### config.mk
export PLATFORM = sky130hd
export DESIGN_NAME = mux4_rr_arbiter_flat
export DESIGN_NICKNAME = d
export VERILOG_FILES = /design/src/rtl/mux4_rr_arbiter_if.sv /design/src/rtl/mux4_rr_arbiter.sv /design/src/flat_wrapper.sv
export SDC_FILE = /design/constraint.sdc
export NUM_CORES = 1
export LEC_CHECK = 0
export BUFFER_PORTS_ARGS = -buffer_cell sky130_fd_sc_hd__buf_2
export CAP_MARGIN = 20
export CORE_ASPECT_RATIO = 0.5
export CORE_MARGIN = 10
export CORE_UTILIZATION = 42
export DETAILED_ROUTE_END_ITERATION = 16
export PLACE_DENSITY = 0.81
export REMOVE_ABC_BUFFERS = 1
export SLEW_MARGIN = 5
export SYNTH_ARGS = -nofsm -noshare
export SYNTH_HDL_FRONTEND = slang
export SYNTH_SLANG_ARGS = --single-unit
### constraint.sdc
create_clock -name clk_i -period 2.35 [get_ports clk_i]
set_input_delay 0.47 -clock clk_i [delete_from_list [all_inputs] [get_ports clk_i]]
set_output_delay 0.47 -clock clk_i [all_outputs]
set_load 0.01 [all_outputs]
### src/rtl/mux4_rr_arbiter_if.sv
// Bus bundle for the 4-requester round-robin arbiter: requester side, shared
// payload datapath and downstream valid/ready handshake.
interface mux4_rr_arbiter_if;
  logic [3:0]  req_i;
  logic [31:0] data1_i;
  logic [31:0] data2_i;
  logic [31:0] data3_i;
  logic [31:0] data4_i;
  logic [3:0]  last_i;
  logic [3:0]  ack_o;
  logic [31:0] data_o;
  logic        valid_o;
  logic        ready_i;
  logic [1:0]  select_o;
  logic [3:0]  grant_o;

  modport master (
    output req_i, data1_i, data2_i, data3_i, data4_i, last_i, ready_i,
    input  ack_o, data_o, valid_o, select_o, grant_o
  );

  modport slave (
    input  req_i, data1_i, data2_i, data3_i, data4_i, last_i, ready_i,
    output ack_o, data_o, valid_o, select_o, grant_o
  );
endinterface

### src/rtl/mux4_rr_arbiter.sv
// Round-robin 4:1 arbiter with a one-entry registered output stage.
// Define RR_ARB_BURST_LOCK_EN to hold arbitration on a requester until last_i.
module mux4_rr_arbiter (
  input logic                    clk_i,
  input logic                    rst_i,
  mux4_rr_arbiter_if.slave       bus_io
);

  logic [31:0] r_data;
  logic        r_valid;
  logic [1:0]  r_select;
  logic [1:0]  r_ptr;

  logic [3:0]  w_elig;
  logic        w_cap_en;
  logic        w_win_found;
  logic [1:0]  w_win_idx;
  logic        w_capture;
  logic [31:0] w_win_data;

`ifdef RR_ARB_BURST_LOCK_EN
  logic        r_locked;
  logic [1:0]  r_lock_idx;

  assign w_elig = r_locked ? (bus_io.req_i & (4'b0001 << r_lock_idx)) : bus_io.req_i;
`else
  logic        w_unused_last;

  assign w_elig        = bus_io.req_i;
  assign w_unused_last = ^bus_io.last_i;
`endif

  // A same-cycle transfer frees the stage for a new capture.
  assign w_cap_en = ~r_valid | bus_io.ready_i;

  // Scan ptr+4 down to ptr+1 so the earliest position in the order wins.
  always_comb begin
    w_win_found = 1'b0;
    w_win_idx   = r_ptr;
    for (int i = 4; i >= 1; i--) begin
      if (w_elig[r_ptr + 2'(i)]) begin
        w_win_found = 1'b1;
        w_win_idx   = r_ptr + 2'(i);
      end
    end
  end

  always_comb begin
    w_win_data = bus_io.data1_i;
    unique case (w_win_idx)
      2'd0: w_win_data = bus_io.data1_i;
      2'd1: w_win_data = bus_io.data2_i;
      2'd2: w_win_data = bus_io.data3_i;
      2'd3: w_win_data = bus_io.data4_i;
      default: w_win_data = bus_io.data1_i;
    endcase
  end

  assign w_capture = w_cap_en & w_win_found & ~rst_i;

  always_ff @(posedge clk_i) begin
    if (rst_i) begin
      r_data   <= 32'd0;
      r_valid  <= 1'b0;
      r_select <= 2'd0;
      r_ptr    <= 2'd3;
`ifdef RR_ARB_BURST_LOCK_EN
      r_locked   <= 1'b0;
      r_lock_idx <= 2'd0;
`endif
    end else if (w_capture) begin
      r_data   <= w_win_data;
      r_valid  <= 1'b1;
      r_select <= w_win_idx;
`ifdef RR_ARB_BURST_LOCK_EN
      if (bus_io.last_i[w_win_idx]) begin
        r_locked <= 1'b0;
        r_ptr    <= w_win_idx;
      end else begin
        r_locked   <= 1'b1;
        r_lock_idx <= w_win_idx;
      end
`else
      r_ptr    <= w_win_idx;
`endif
    end else if (r_valid && bus_io.ready_i) begin
      r_valid <= 1'b0;
    end
  end

  assign bus_io.ack_o    = w_capture ? (4'b0001 << w_win_idx) : 4'b0000;
  assign bus_io.data_o   = r_data;
  assign bus_io.valid_o  = r_valid;
  assign bus_io.select_o = r_select;
  assign bus_io.grant_o  = r_valid ? (4'b0001 << r_select) : 4'b0000;

endmodule

### src/flat_wrapper.sv
// flat-port wrapper written by rule: the top's interface ports become plain ports
module mux4_rr_arbiter_flat 
  (clk_i, rst_i, bus_io_req_i, bus_io_data1_i, bus_io_data2_i, bus_io_data3_i, bus_io_data4_i, bus_io_last_i, bus_io_ready_i, bus_io_ack_o, bus_io_data_o, bus_io_valid_o, bus_io_select_o, bus_io_grant_o);
  mux4_rr_arbiter_if bus_io_i ();
  input logic clk_i;
  input logic rst_i;
  input wire logic [$bits(bus_io_i.req_i)-1:0] bus_io_req_i;
  input wire logic [$bits(bus_io_i.data1_i)-1:0] bus_io_data1_i;
  input wire logic [$bits(bus_io_i.data2_i)-1:0] bus_io_data2_i;
  input wire logic [$bits(bus_io_i.data3_i)-1:0] bus_io_data3_i;
  input wire logic [$bits(bus_io_i.data4_i)-1:0] bus_io_data4_i;
  input wire logic [$bits(bus_io_i.last_i)-1:0] bus_io_last_i;
  input wire logic [$bits(bus_io_i.ready_i)-1:0] bus_io_ready_i;
  output wire logic [$bits(bus_io_i.ack_o)-1:0] bus_io_ack_o;
  output wire logic [$bits(bus_io_i.data_o)-1:0] bus_io_data_o;
  output wire logic [$bits(bus_io_i.valid_o)-1:0] bus_io_valid_o;
  output wire logic [$bits(bus_io_i.select_o)-1:0] bus_io_select_o;
  output wire logic [$bits(bus_io_i.grant_o)-1:0] bus_io_grant_o;
  assign bus_io_i.req_i = bus_io_req_i;
  assign bus_io_i.data1_i = bus_io_data1_i;
  assign bus_io_i.data2_i = bus_io_data2_i;
  assign bus_io_i.data3_i = bus_io_data3_i;
  assign bus_io_i.data4_i = bus_io_data4_i;
  assign bus_io_i.last_i = bus_io_last_i;
  assign bus_io_i.ready_i = bus_io_ready_i;
  assign bus_io_ack_o = bus_io_i.ack_o;
  assign bus_io_data_o = bus_io_i.data_o;
  assign bus_io_valid_o = bus_io_i.valid_o;
  assign bus_io_select_o = bus_io_i.select_o;
  assign bus_io_grant_o = bus_io_i.grant_o;
  mux4_rr_arbiter u_core (.clk_i(clk_i), .rst_i(rst_i), .bus_io(bus_io_i));
endmodule
==> impl_metrics.ini, run 1 <==
[worst_setup_path]
r2r_setup_slack_ns = 0.35
crit_type = in -> out
crit_arrival_ns = 1.70
crit_chain = buf_2, nand2b_1, a21oi_1, a311oi_4, nand2_1, nor2_1, buf_2
path_common_cell = buf_2
r2r-start = u_core.r_ptr[1]
critPathSlowestCell = a311oi_4
cp_max_fo = 9
r2r_cells = 5
cp-start-kind = input port
reg2reg_to = u_core.bus_io.data_o[3]
crit_path_end_kind = output pin
cp-endpoint = bus_io_ack_o[1]
critPathLaunch = bus_io_req_i[1]
critical-path-max-stage-delay_ns = 0.42
crit_required_ns = 1.88

[timing]
tightest_slew_ns = 0.8112
relSlewSlack_pct = 45.92
timing.fmax_mhz = 460.4
setup_violations = 0
skew_ns = 0.001604
rsz0062_at_grt = false
slew_viol_final = 0
post-route-min-period_ns = 2.172
timing.final.crit_share_pct = 92.42
setup_ws_ns = 0.1782
hold_viol_final = 0

[floorplanning]
die_y_um = 76.40
core_mm2 = 0.006106
start_util_pct = 43.75
die_area_mm2 = 0.01014
row_count = 20
die_w_um = 132.8
boundaryPins = 182

[cells_and_area]
nNetsFinal = 678
syn2layout_area_growth_pct = 43.14
fin_cells = 627
fin_area_mm2 = 0.003824
antenna_cells = 0
fin_util_pct = 62.62
drive_above_1_share_pct = 40.82

[detailed_routing]
drtPass1Iterations = 5
vias_per_cell = 5.590
vias = 3505
drt-wirelength-per-cell_um = 17.56
routed_wl_mm = 11.01
drc = 0
drtAntennaViolNets = 0
first_iter_violations = 241

[clocking]
cts_tree = yes
cts_inserted_buffers = 5
h-tree-depth = 2
clk_pin_slew_worst_paths_ns = 0.06
clock_latency_ns = 0.28
clockBufferDepth = 2
clk_root_buffer_cell = clkbuf_16
ctsHoldBuffers = 0
clock_sinks = 37

[global_route]
grt_pass1_wl_mm = 17.42
grtUsageMet2_pct = 37.44
grt_pass1_vias = 3409
grt_max_degree = 33
grt_use_met3_pct = 4.868
grt.busiest_layer = met2
grt.overflow.total = 0
use_met1_pct = 23.25
antenna_found_initial = 0
grt_use_total_pct = 20.39

[yosys]
syn_area_mm2 = 0.002671
synth_flop_cell = dfxtp_1
synth_edf_count = 0
yosysUniqueCellTypes = 39
ys_ff_latch = 37
yosysTopAreaCell = dfxtp_1
yosysSeqAreaShare_pct = 27.73
synthArstFlopShare_pct = 0
synth.avg_cell_area_um2 = 7.239
yosys_warnings = 0
yosys-top-cells-area = dfxtp_1 28%, o22ai_1 13%, a21oi_1 11%
synth_top_area_share_pct = 27.73
synth_cells = 369

[run_status]
status = finished, final reports clean

[worst_hold_path]
hp-start = bus_io_data4_i[29]
hp-class = in -> reg

[place]
placed_cells = 617
dpl_cell_area_mm2 = 0.003657
pre_cts_slack_ns = 0.08729
place_congestion = 0.8326
dp_hpwl_mm = 8.163
port_buffers = 177

[pwr]
pwr_density_cell_mw_per_mm2 = 630.4
total_power_mw = 2.411
power_leakage_nw = 1.909
ir_drop_mv = 0.3284

[job]
cap_violations = 0
[logic make-up (layout without fill, tap and decap cells)]
logic type             Yosys count  count (layout)  share of synthesized area [%]
AOI/OAI and AO/OA              148             148                          34.94
and+or+nand+nor                129             129                          25.86
buffers and inverters           47             217                          8.478
DFF                             37              37                          27.73
muxes                            8               8                          2.998
[per-layer routing]
metal	share of wire [%]	routed length [um]
met4	1.2	133
met1	38	4239
met3	7.9	865
met5	0	0
met2	52	5774
[report_power, final]
| group | switching [mW] | total (mW) | internal [mW] |
|---|---|---|---|
| clock | 0.260 | 0.677 | 0.417 |
| combinational | 0.530 | 0.948 | 0.418 |
| sequential | 0.0561 | 0.786 | 0.730 |
| total | 0.846 | 2.41 | 1.56 |
[cell type report]
| class | count | area [um2] |
|---|---|---|
| Tap cell | 88 | 110.1 |
| Clock buffer | 7 | 142.6 |
| Fill cell | 597 | 2282 |
| Sequential cell | 37 | 742.0 |
| Timing Repair Buffer | 198 | 1056 |
| Multi-Input combinational cell | 285 | 1728 |
| Inverter | 12 | 45.04 |
[repair_timing]
action | in CTS | in global routing
gates resized for setup | 0 | 1
endpoints found under the setup margin | 0 | 4
setup buffers | 0 | 3
[per-stage QoR]
stage	hold slack [ns]	setup TNS, ns
2_1_floorplan	0.5424	-46.82
3_3_place_gp	0.5409	0
3_5_place_dp	0.5508	0
4_1_cts	0.4518	0
5_1_grt	0.4772	0
6_report	0.4602	0
[critical path: cells and delay by family]
kind            cells  cell delay, ns
compound gates      2            0.55
buf+inv             2            0.33
simple gates        3            0.35
[worst min path at each step]
stage                                endpoint  cells after the start
floorplan               u_core.bus_io.valid_o                      1
global placement    u_core.bus_io.select_o[1]                      2
detailed placement  u_core.bus_io.select_o[0]                      2
CTS                  u_core.bus_io.data_o[27]                      3
global route         u_core.bus_io.data_o[13]                      3
finish               u_core.bus_io.data_o[29]                      3
[Yosys cell counts, types with 9 or more instances]
cell type,n
a21oi_1,58
nor2b_1,26
clkbuf_1,13
a311oi_1,9
o22ai_1,56
nor2_1,15
and2_1,9
nand2_1,30
dfxtp_1,37
inv_1,9
nor3_1,32
buf_2,16
[layout by cell type, fill, tap and decap left out, drive strengths merged, types with 2 or more instances in the layout]
| master | n |
|---|---|
| o21ba | 2 |
| mux2i | 8 |
| a21oi | 60 |
| nor2 | 15 |
| clkbuf | 7 |
| nand2 | 30 |
| and2 | 9 |
| dfxtp | 37 |
| a311oi | 9 |
| a21o | 8 |
| buf | 198 |
| nor4 | 2 |
| inv | 12 |
| nand2b | 4 |
| nor3b | 3 |
| or3 | 2 |
| nor3 | 34 |
| o22ai | 58 |
| o21ai | 3 |
| nor2b | 26 |
| a22oi | 3 |
| a211oi | 2 |
[registers in the layout (all words and copies together) (netlist names)]
| signal | count |
|---|---|
| u_core.bus_io.select_o | 2 |
| u_core.r_ptr | 2 |
| u_core.bus_io.valid_o | 1 |
| u_core.bus_io.data_o | 32 |
No activity file was read; power rests on OpenSTA's default activity.
==> run 2: changes to the inputs <==
--- a/config.mk
+++ b/config.mk
@@ -11,6 +11,7 @@
 export CORE_MARGIN = 10
 export CORE_UTILIZATION = 42
 export DETAILED_ROUTE_END_ITERATION = 16
+export GPL_TIMING_DRIVEN = 0
 export PLACE_DENSITY = 0.81
 export REMOVE_ABC_BUFFERS = 1
 export SLEW_MARGIN = 5
==> run 2 against run 1 <==
Effect of this change: cell count grew 0.64%; largest cell class unchanged; worst setup slack worse by 0.14 ns; critical endpoint is now bus_io_ack_o[3]; die area did not move; critical path depth is 2 lower; via count increased by 1.9%; worst hold slack got worse by 0.0018 ns.
==> impl_metrics.ini, run 2 (synthesized netlist as in run 1, its figures left out) <==
[cells_and_area]
largest_reg_flops = 32
syn2layout_area_growth_pct = 51.10
fin_util_pct = 66.11
nNetsFinal = 681
layout_common_cells = 175 x buf_2, 58 x a21oi_1, 56 x o22ai_1
drive_above_1_share_pct = 42.36
antenna_cells = 0
final_common_cell = buf_2

[worst_setup_path]
cp-start-kind = flop
r2r_cells = 5
r2r_setup_slack_ns = 0.15
cp_max_fo = 12
r2r-start = u_core.r_ptr[1]
crit_type = reg -> out
reg2reg_to = u_core.bus_io.data_o[22]
crit_path_end_kind = output pin
crit_arrival_ns = 1.84
crit_required_ns = 1.88

[global_route]
grt_use_total_pct = 22.12
grt_max_degree = 31
antenna_found_initial = 1
grt_pass1_vias = 3481
grt.overflow.total = 0
grt_pass1_wl_mm = 18.56

[floorplanning]
start_util_pct = 43.75
core_mm2 = 0.006106
row_count = 20
boundaryPins = 182
die_area_mm2 = 0.01014
die_y_um = 76.40
die_w_um = 132.8

[detailed_routing]
drc = 0
wl_met2_mm = 5.902
dr.max_layer_used = met5
vias_per_cell = 5.661
vias = 3572
first_iter_violations = 367
drtAntennaViolNets = 0
drt-wirelength-per-cell_um = 19.58
routed_wl_mm = 12.35
drtPass1Iterations = 5
met1_length_mm = 5.007
met3_length_mm = 1.121

[pwr]
power_leakage_nw = 1.978
ir_drop_mv = 0.3001
pwr_density_cell_mw_per_mm2 = 638.9
total_power_mw = 2.579

[timing]
slew_viol_final = 0
setup_tns_ns = 0
skew_ns = 0.005169
rsz0062_at_grt = false
worst_hold_slack_ns = 0.4584
setup_violations = 0
hold_viol_final = 0
timing.fmax_mhz = 432.5
timing.final.crit_share_pct = 98.38
post-route-min-period_ns = 2.312
tightest_slew_ns = 1.058
relSlewSlack_pct = 29.07

[place]
port_buffers = 177
place_congestion = 0.7980
dp_hpwl_mm = 7.886

[clocking]
clockBufferDepth = 2
cts_inserted_buffers = 5
clock_sinks = 37
h-tree-depth = 2
clk_root_buffer_cell = clkbuf_16
cts_tree = yes
ctsHoldBuffers = 0
clock_latency_ns = 0.28
clk_pin_slew_worst_paths_ns = 0.06

[worst_hold_path]
hold_path_end = u_core.bus_io.data_o[30]
hp-class = in -> reg
hold_path_depth = 3
hp-start = bus_io_data4_i[30]

[job]
cap_violations = 0

[run_status]
status = finished, final reports clean
-- run 2: report_power, final --
part,switching (mW),internal (mW)
logic,0.587,0.477
clock network,0.274,0.450
registers,0.0605,0.730
total,0.922,1.66
-- run 2: metal layers --
layer  vias to the layer above  global-route usage (%)
met4                         2                   8.188
met5                         -                       0
li1                       1719                       -
met1                      1620                   26.59
met2                       200                   36.99
met3                        31                   5.855
-- run 2: layout make-up --
cell class,instances,area [um2]
inverter,12,45.04
clock inverter,1,5.005
fill,559,2069
tap,88,110.1
sequential,37,745.7
multi-input combinational,288,1817
timing repair buffer,198,1161
clock buffer,7,152.6
-- run 2: how the worst max path moves through the flow --
stage	slack, ns	to	depth (start not counted)	from
6_report	0.04	bus_io_ack_o[3]	5	u_core.r_ptr[1]
3_5_place_dp	-1.0	bus_io_ack_o[2]	8	bus_io_req_i[0]
4_1_cts	0.004	bus_io_ack_o[3]	5	u_core.r_ptr[1]
3_3_place_gp	-3.40	bus_io_ack_o[1]	5	bus_io_req_i[3]
5_1_grt	0.003	bus_io_ack_o[3]	6	u_core.bus_io.valid_o
2_1_floorplan	-1.67	bus_io_ack_o[1]	5	bus_io_req_i[3]
-- run 2: timing repair --
action,4_1_cts,5_1_grt
gates resized for setup,10,7
setup endpoints to repair,38,15
buffers inserted,10,4
pin swaps,6,2
cloned,3,0
-- run 2: stage by stage --
step / setup slack, ns / std cells / area, um2
2_1_floorplan: -1.666 / 334 / 2490
3_3_place_gp: -3.395 / 599 / 3486
3_5_place_dp: -0.9999 / 606 / 3649
4_1_cts: 0.004222 / 627 / 3978
5_1_grt: 0.003266 / 631 / 4036
6_report: 0.03803 / 631 / 4036
-- run 2: critical path: stages, from the launching register on --
cell and delay [ns]:
dfxtp_4 0.43, nor3b_4 0.29, a21oi_1 0.17, o31ai_4 0.38, and2_1 0.18, buf_2 0.12
